`config.mk`:
```
export PLATFORM = sky130hd
export DESIGN_NAME = instr_issue_encoder
export DESIGN_NICKNAME = d
export VERILOG_FILES = /design/src/rtl/instr_issue_encoder.sv
export SDC_FILE = /design/constraint.sdc
export NUM_CORES = 1
export LEC_CHECK = 0
export BUFFER_PORTS_ARGS = -buffer_cell sky130_fd_sc_hd__buf_4
export CAP_MARGIN = 30
export CORE_AREA = 10 10 103 150
export CTS_BUF_LIST = sky130_fd_sc_hd__clkbuf_4 sky130_fd_sc_hd__clkbuf_8
export DETAILED_ROUTE_END_ITERATION = 6
export DIE_AREA = 0 0 113 160
export MAX_ROUTING_LAYER = met4
export PLACE_DENSITY = 0.83
export SETUP_SLACK_MARGIN = 0.2
export SYNTH_ARGS = -nofsm -noshare
export SYNTH_HDL_FRONTEND = slang
export SYNTH_SLANG_ARGS = --single-unit
export TNS_END_PERCENT = 5
```
`constraint.sdc`:
```
create_clock -name clk -period 3.1 [get_ports clk]
set_input_delay 0.31 -clock clk [delete_from_list [all_inputs] [get_ports clk]]
set_output_delay 0.31 -clock clk [all_outputs]
set_load 0.02 [all_outputs]
```
`src/rtl/instr_issue_encoder.sv`:
```
// Encodes op descriptors into 32-bit decoder words and issues one per clock.
// Optional RAW bubble insertion under INSTR_ISSUE_HAZARD_NOP_EN.
module instr_issue_encoder #(
  parameter int DEPTH      = 4,
  parameter int HAZARD_GAP = 2
) (
  input  logic        clk,
  input  logic        rst,
  input  logic        in_valid,
  output logic        in_ready,
  input  logic [2:0]  in_op,
  input  logic [4:0]  in_ra,
  input  logic [4:0]  in_rb,
  input  logic [4:0]  in_rd,
  input  logic [15:0] in_imm,
  output logic [31:0] instr_out,
  output logic        instr_real,
  output logic [15:0] issue_count
);

  localparam int AW = (DEPTH > 1) ? $clog2(DEPTH) : 1;
  localparam logic [31:0] NOP_W = 32'h0400_029F;

  logic [31:0]   r_mem [DEPTH];
  logic [AW-1:0] r_wptr;
  logic [AW-1:0] r_rptr;
  logic [AW:0]   r_count;

  logic        w_push;
  logic        w_pop;
  logic        w_empty;
  logic        w_stall;
  logic [31:0] w_enc;
  logic [31:0] w_head;

  always_comb begin
    w_enc = NOP_W;
    unique case (in_op)
      3'd0: w_enc = NOP_W;
      3'd1: w_enc = {6'b000001, in_ra, in_rb, in_rd, 5'd10, 6'd32};
      3'd2: w_enc = {6'b000001, in_ra, in_rb, in_rd, 5'd10, 6'd34};
      3'd3: w_enc = {6'b000001, in_ra, in_rb, in_rd, 5'd10, 6'd36};
      3'd4: w_enc = {6'b000001, in_ra, in_rb, in_rd, 5'd10, 6'd37};
      3'd5: w_enc = {6'b000001, in_ra, in_rb, in_rd, 5'd10, 6'd50};
      3'd6: w_enc = {6'b000010, in_ra, in_rd, in_imm};
      3'd7: w_enc = {6'b000011, in_ra, in_rb, in_imm};
      default: w_enc = NOP_W;
    endcase
  end

  assign w_empty  = (r_count == '0);
  assign in_ready = (r_count != (AW+1)'(DEPTH));
  assign w_push   = in_valid && in_ready;
  assign w_pop    = !w_empty && !w_stall;
  assign w_head   = r_mem[r_rptr];

  always_ff @(posedge clk) begin
    if (w_push && !rst) r_mem[r_wptr] <= w_enc;
  end

  always_ff @(posedge clk) begin
    if (rst) begin
      r_wptr      <= '0;
      r_rptr      <= '0;
      r_count     <= '0;
      instr_out   <= NOP_W;
      instr_real  <= 1'b0;
      issue_count <= '0;
    end else begin
      if (w_push) r_wptr <= r_wptr + 1'b1;
      if (w_pop)  r_rptr <= r_rptr + 1'b1;
      case ({w_push, w_pop})
        2'b10:   r_count <= r_count + 1'b1;
        2'b01:   r_count <= r_count - 1'b1;
        default: r_count <= r_count;
      endcase
      if (w_pop) begin
        instr_out   <= w_head;
        instr_real  <= 1'b1;
        issue_count <= issue_count + 16'd1;
      end else begin
        instr_out   <= NOP_W;
        instr_real  <= 1'b0;
      end
    end
  end

`ifdef INSTR_ISSUE_HAZARD_NOP_EN
  localparam int GW = $clog2(HAZARD_GAP + 1) + 1;

  logic [GW-1:0] r_gap_cnt;
  logic [4:0]    r_last_dst;
  logic          r_last_vld;

  logic [5:0] w_hop;
  logic [4:0] w_hrs;
  logic [4:0] w_hrt;
  logic       w_rd_rs;
  logic       w_rd_rt;
  logic [4:0] w_dst;
  logic       w_hit;

  assign w_hop = w_head[31:26];
  assign w_hrs = w_head[25:21];
  assign w_hrt = w_head[20:16];

  always_comb begin
    w_rd_rs = 1'b0;
    w_rd_rt = 1'b0;
    w_dst   = '0;
    unique case (1'b1)
      (w_hop == 6'b000001): begin
        w_rd_rs = 1'b1;
        w_rd_rt = 1'b1;
        w_dst   = w_head[15:11];
      end
      (w_hop == 6'b000010): begin
        w_rd_rs = 1'b1;
        w_dst   = w_head[20:16];
      end
      (w_hop == 6'b000011): begin
        w_rd_rs = 1'b1;
        w_rd_rt = 1'b1;
      end
      default: ;
    endcase
  end

  assign w_hit = r_last_vld &&
                 ((w_rd_rs && w_hrs == r_last_dst) ||
                  (w_rd_rt && w_hrt == r_last_dst));
  assign w_stall = !w_empty && w_hit;

  // every filler after a real issue counts toward the gap, idle or stall
  always_ff @(posedge clk) begin
    if (rst) begin
      r_gap_cnt  <= '0;
      r_last_dst <= '0;
      r_last_vld <= 1'b0;
    end else if (w_pop) begin
      r_gap_cnt  <= '0;
      r_last_dst <= w_dst;
      r_last_vld <= (w_dst != 5'd0) && (HAZARD_GAP > 0);
    end else if (r_last_vld) begin
      if (r_gap_cnt == GW'(HAZARD_GAP - 1)) begin
        r_gap_cnt  <= '0;
        r_last_vld <= 1'b0;
      end else begin
        r_gap_cnt  <= r_gap_cnt + 1'b1;
      end
    end
  end
`else
  // no hazard tracking: the gap setting has no effect
  assign w_stall = (HAZARD_GAP < 0);
`endif

endmodule
```
== Word-level counts from Yosys, hierarchy flattened ==
Memories as Yosys holds them, arrays and structs flattened. A register that Yosys moved wholly into a read port is not among the register bits.
Index checks and enable logic that the tools add are counted.
W data, S select, Z words.

* Flip-flop bits (word level): 24
* RAM bits: 128
* Input port bits: 37
* Memories kept: 1

{| class="wikitable"
|+ Memory list
! name !! words !! width !! read ports !! clocked after memory_dff !! wr ports !! RTL line !! text
|-
| r_mem || 4 || 32 || 1 || 1 || 1 || 24 || <nowiki>logic [31:0] r_mem [DEPTH];</nowiki>
|}

* Add/sub/neg operators: 5
* Eq/ne operators: 10
* Mux-type cells: 5
* Reduce and logical (&&, ||, !) cells: 8

{| class="wikitable"
|+ Operators with widths
! cell !! count
|-
| $pmux W32 S8 || 1
|-
| $add A16 B1 Y16 const B || 1
|-
| $eq A3 B3 Y1 const B || 4
|-
| $eq A3 B2 Y1 const B || 2
|-
| $logic_not A3 Y1 || 2
|-
| $pmux W3 S2 || 1
|-
| $add A2 B1 Y2 const B || 2
|-
| $add A3 B1 Y3 const B || 1
|-
| $eq A3 B1 Y1 const B || 1
|-
| $mux W1 || 3
|-
| $ne A3 B3 Y1 const B || 1
|-
| $sub A3 B1 Y3 const B || 1
|-
| $eq A2 B1 Y1 const B || 1
|-
| $eq A2 B2 Y1 const B || 1
|-
| $logic_and A1 B1 Y1 || 2
|-
| $logic_not A1 Y1 || 2
|-
| $reduce_bool A2 Y1 || 1
|-
| $reduce_or A2 Y1 || 1
|}

== Longest topological paths before layout ==
* Depth in word-level cells: 5
* Depth in mapped cells: 8
* Mapped depth without buffers: 6

== Worst setup path after synthesis ==
OpenSTA, ideal clock, no wires.

* Path kind: register to register
* Start: register r_count[1]
* End: memory r_mem[0][0] (enable)
* Library setup time: 0.387 ns
* Arrival time: 1.762 ns
* Data required time: 2.713 ns
* Path slack: 0.950 ns
* Stages on the path, launching flop included: 6
* Period minus slack after synthesis: 2.150 ns
* Cells stage by stage: dfxtp_1 > clkbuf_2 > or3b_1 > nand2_1 > nor2_1 > and2_1

* Word-level cells in the longest chain between the ends: 5

{| class="wikitable"
|+ Ends and longest elaborated chain
! what !! RTL line !! text
|-
| from (decl) || 27 || <nowiki>logic [AW:0] r_count;</nowiki>
|-
| from (signal assigned) || 73 || <nowiki>2'b10: r_count <= r_count + 1'b1;</nowiki>
|-
| from (signal assigned) || 74 || <nowiki>2'b01: r_count <= r_count - 1'b1;</nowiki>
|-
| from (signal assigned) || 75 || <nowiki>default: r_count <= r_count;</nowiki>
|-
| $ne A3 B3 Y1 || 52 || <nowiki>assign in_ready = (r_count != (AW+1)'(DEPTH));</nowiki>
|-
| named net in_ready || 10 || <nowiki>output logic in_ready,</nowiki>
|-
| $logic_and A1 B1 Y1 || 53 || <nowiki>assign w_push = in_valid && in_ready;</nowiki>
|-
| $logic_and A1 B1 Y1 || 58 || <nowiki>if (w_push && !rst) r_mem[r_wptr] <= w_enc;</nowiki>
|-
| $mux W1 || 58 ||
|-
| $mux W1 (not written as such) || 58 ||
|-
| to (decl) || 24 ||
|}

The timed path passes the listed nets, and every way through them passes these cells.

==> results.toml <==
[synthesis]
synthCells = 409
synth_top_area_share_pct = 53.0
yosysWarningCount = 0
yosysMostFrequentCell = "edfxtp_1"
synth_commonest_cells = "edfxtp_1 (112), dfxtp_1 (52), mux4_2 (28)"
async_reset_ff_share_pct = 0
synth_edf_count = 112
seq_area_frac_synth_pct = 69.4
synth_flop_cell = "edfxtp_1"
yosys_register_bits = 164
syn_area_per_cell_um2 = 15.5
yosysUniqueCellTypes = 44
netlist_top_cells_area = "edfxtp_1 (53%), dfxtp_1 (16%), mux4_2 (9.9%), and2_1 (2.4%), nor2_1 (1.6%)"
syn_area_mm2 = 0.00634
synth_area_leader_cell = "edfxtp_1"

[die]
dieArea_mm2 = 0.0181
io_pins = 87
start_util_pct = 49.5
rows = 51
coreArea_mm2 = 0.0128
die_w_um = 113
die_h_um = 160

[detailed_routing]
dr.pass1.iters = 4
drt-vias-per-instance = 5.49
routed_wl_um = 12900
detail-route-antenna-nets = 0
num_vias = 3679
wl_per_cell_um = 19.3
drc_errors = 0
drt_iter0_drc = 247

[clocking]
path_clk_slew_ns = 0.08
ctsResizeCount = 0
post-cts-setup-buffers = 0
cts_tree = "built"
cts_hold_buf = 0
clockBufferDepth = 2
htree_num_levels = 4
clock_latency_ns = 0.44
cts.sinks = 164
cts_made_buffers = 17
root_buffer = "clkbuf_8"

[run]
cap_violations = 0

[sta]
hold_violations = 0
slew_headroom_pct = 46.2
period_share_pct = 64.6
max_freq_mhz = 500
slew_violations = 0
setup-tns-final_ns = 0
min_period_ns = 2.00
worst_slew_pin_slew_ns = 0.807
rsz0062_at_grt = "no"
setup_viol = 0
finClkSkew_ns = 0.00773

[critical_path]
reg2regPathDepth = 3
arrival_ns = 2.33
endpoint_kind = "register"
crit_fanout = 23
required_ns = 3.43
startpoint_type = "register"
crit_type = "register to register"

[layout]
antenna_cells = 0
final_design_area_no_fill_mm2 = 0.00746
syn2layout_area_growth_pct = 17.6
fillers = 950
final_util_pct = 58.2
fin_cells = 670
final_nets = 541
drive_gt1_share_pct = 30.9

[run_status]
status = "completed"

[grt]
met1_usage_pct = 15.9
grt_overflow = 0
grt_pass1_wl_um = 20900
antenna_found_initial = 0
grt_start_max_net_pins = 36
grt_pass1_vias = 3987
grt_util_met3_pct = 4.50
busiest_layer = "met2"
grt_use_met2_pct = 25.0
grtUsageTotal_pct = 15.2

[power_and_ir_drop]
vdd_ir_drop_max_mv = 0.373
power_density_mw_per_mm2 = 740
cellLeakagePower_nw = 2.67

[placed_design]
port_buffers = 82
dp_cells = 638
hpwl_um = 8810
placed_cell_area_mm2 = 0.00712
gp_congestion = 0.791

[min_path]
hold_class = "primary input to register"
whs_path_depth = 2
==> area by class of cell <==
type	instances	area [µm²]	share of cell area [%]
Clock buffer	19	249	3.34
Timing Repair Buffer	92	691	9.26
Tap cell	159	199	2.67
Inverter	11	41.3	0.553
Clock inverter	13	92.6	1.24
Sequential cell	164	4410	59.0
Multi-Input combinational cell	212	1780	23.9
==> routing by layer <==
metal / vias to the layer above / part of all wire, % / wire [µm]
met3: 29 / 5.4 / 701
li1: 1692 / - / -
met1: 1827 / 39 / 5010
met5: - / 0 / 0
met2: 131 / 53 / 6790
met4: 0 / 3.1 / 406
==> worst max-delay path: stages (launching register included) <==
cell	delay, ns
dfxtp_2	0.86
buf_4	0.34
mux4_2	0.51
and2_1	0.17
==> where the power goes <==
group / total (mW) / internal, mW / switching (mW)
registers: 2.82 / 2.60 / 0.226
logic: 1.36 / 0.678 / 0.684
clock network: 1.34 / 0.633 / 0.702
total: 5.52 / 3.91 / 1.61
==> metrics by stage <==
| stage | worst slack (ns) | hold WS [ns] | power [mW] |
|---|---|---|---|
| 2_1_floorplan | 0.950 | 0.469 | 3.76 |
| 3_3_place_gp | 1.10 | 0.488 | 4.19 |
| 3_5_place_dp | 1.06 | 0.504 | 4.26 |
| 4_1_cts | 1.03 | 0.0959 | 5.59 |
| 5_1_grt | 0.898 | 0.126 | 5.81 |
| 6_report | 1.10 | 0.136 | 5.52 |
==> placed cells by master, fill, tap and decap left out, types with 8 or more instances in the layout <==
cell,netlist,layout
edfxtp_1,112,112
buf_4,4,92
dfxtp_1,52,51
mux4_2,28,28
nor2_1,27,27
nand2_1,24,24
and2_1,24,24
clkbuf_8,0,17
o21ai_0,11,11
or3_1,11,11
inv_1,10,10
xnor2_1,10,10
a21oi_1,8,8
==> worst paths after layout <==
check	start	endpoint	slack, ns
worst max-delay path	r_rptr[0]$_SDFFE_PP0P_	instr_out[15]$_SDFF_PP0_	1.10
worst min-delay path	in_valid	r_count[0]$_SDFFE_PP0P_	0.14
worst max register to register	r_rptr[0]$_SDFFE_PP0P_	instr_out[15]$_SDFF_PP0_	1.10
worst min register to register	issue_count[1]$_SDFFE_PP0P_	issue_count[1]$_SDFFE_PP0P_	0.52
==> flip-flops by register name (all words and copies together) (netlist names) <==
signal / flops
r_mem: 112
instr_out: 28
issue_count: 16
r_count: 3
r_rptr: 2
r_wptr: 2
instr_real: 1
==> cell families (layout without fill, tap and decap cells) <==
family,after synthesis,count (layout),share of synthesized area (%)
flops,164,164,69.4
simple gates,121,121,10.5
xor+xnor,14,14,1.93
other cells,1,4,0.0591
buf+inv,36,135,2.66
fa+ha+maj,6,6,1.30
mux,29,29,10.1
compound gates,38,38,4.02
(Power assumes the default switching activity.)
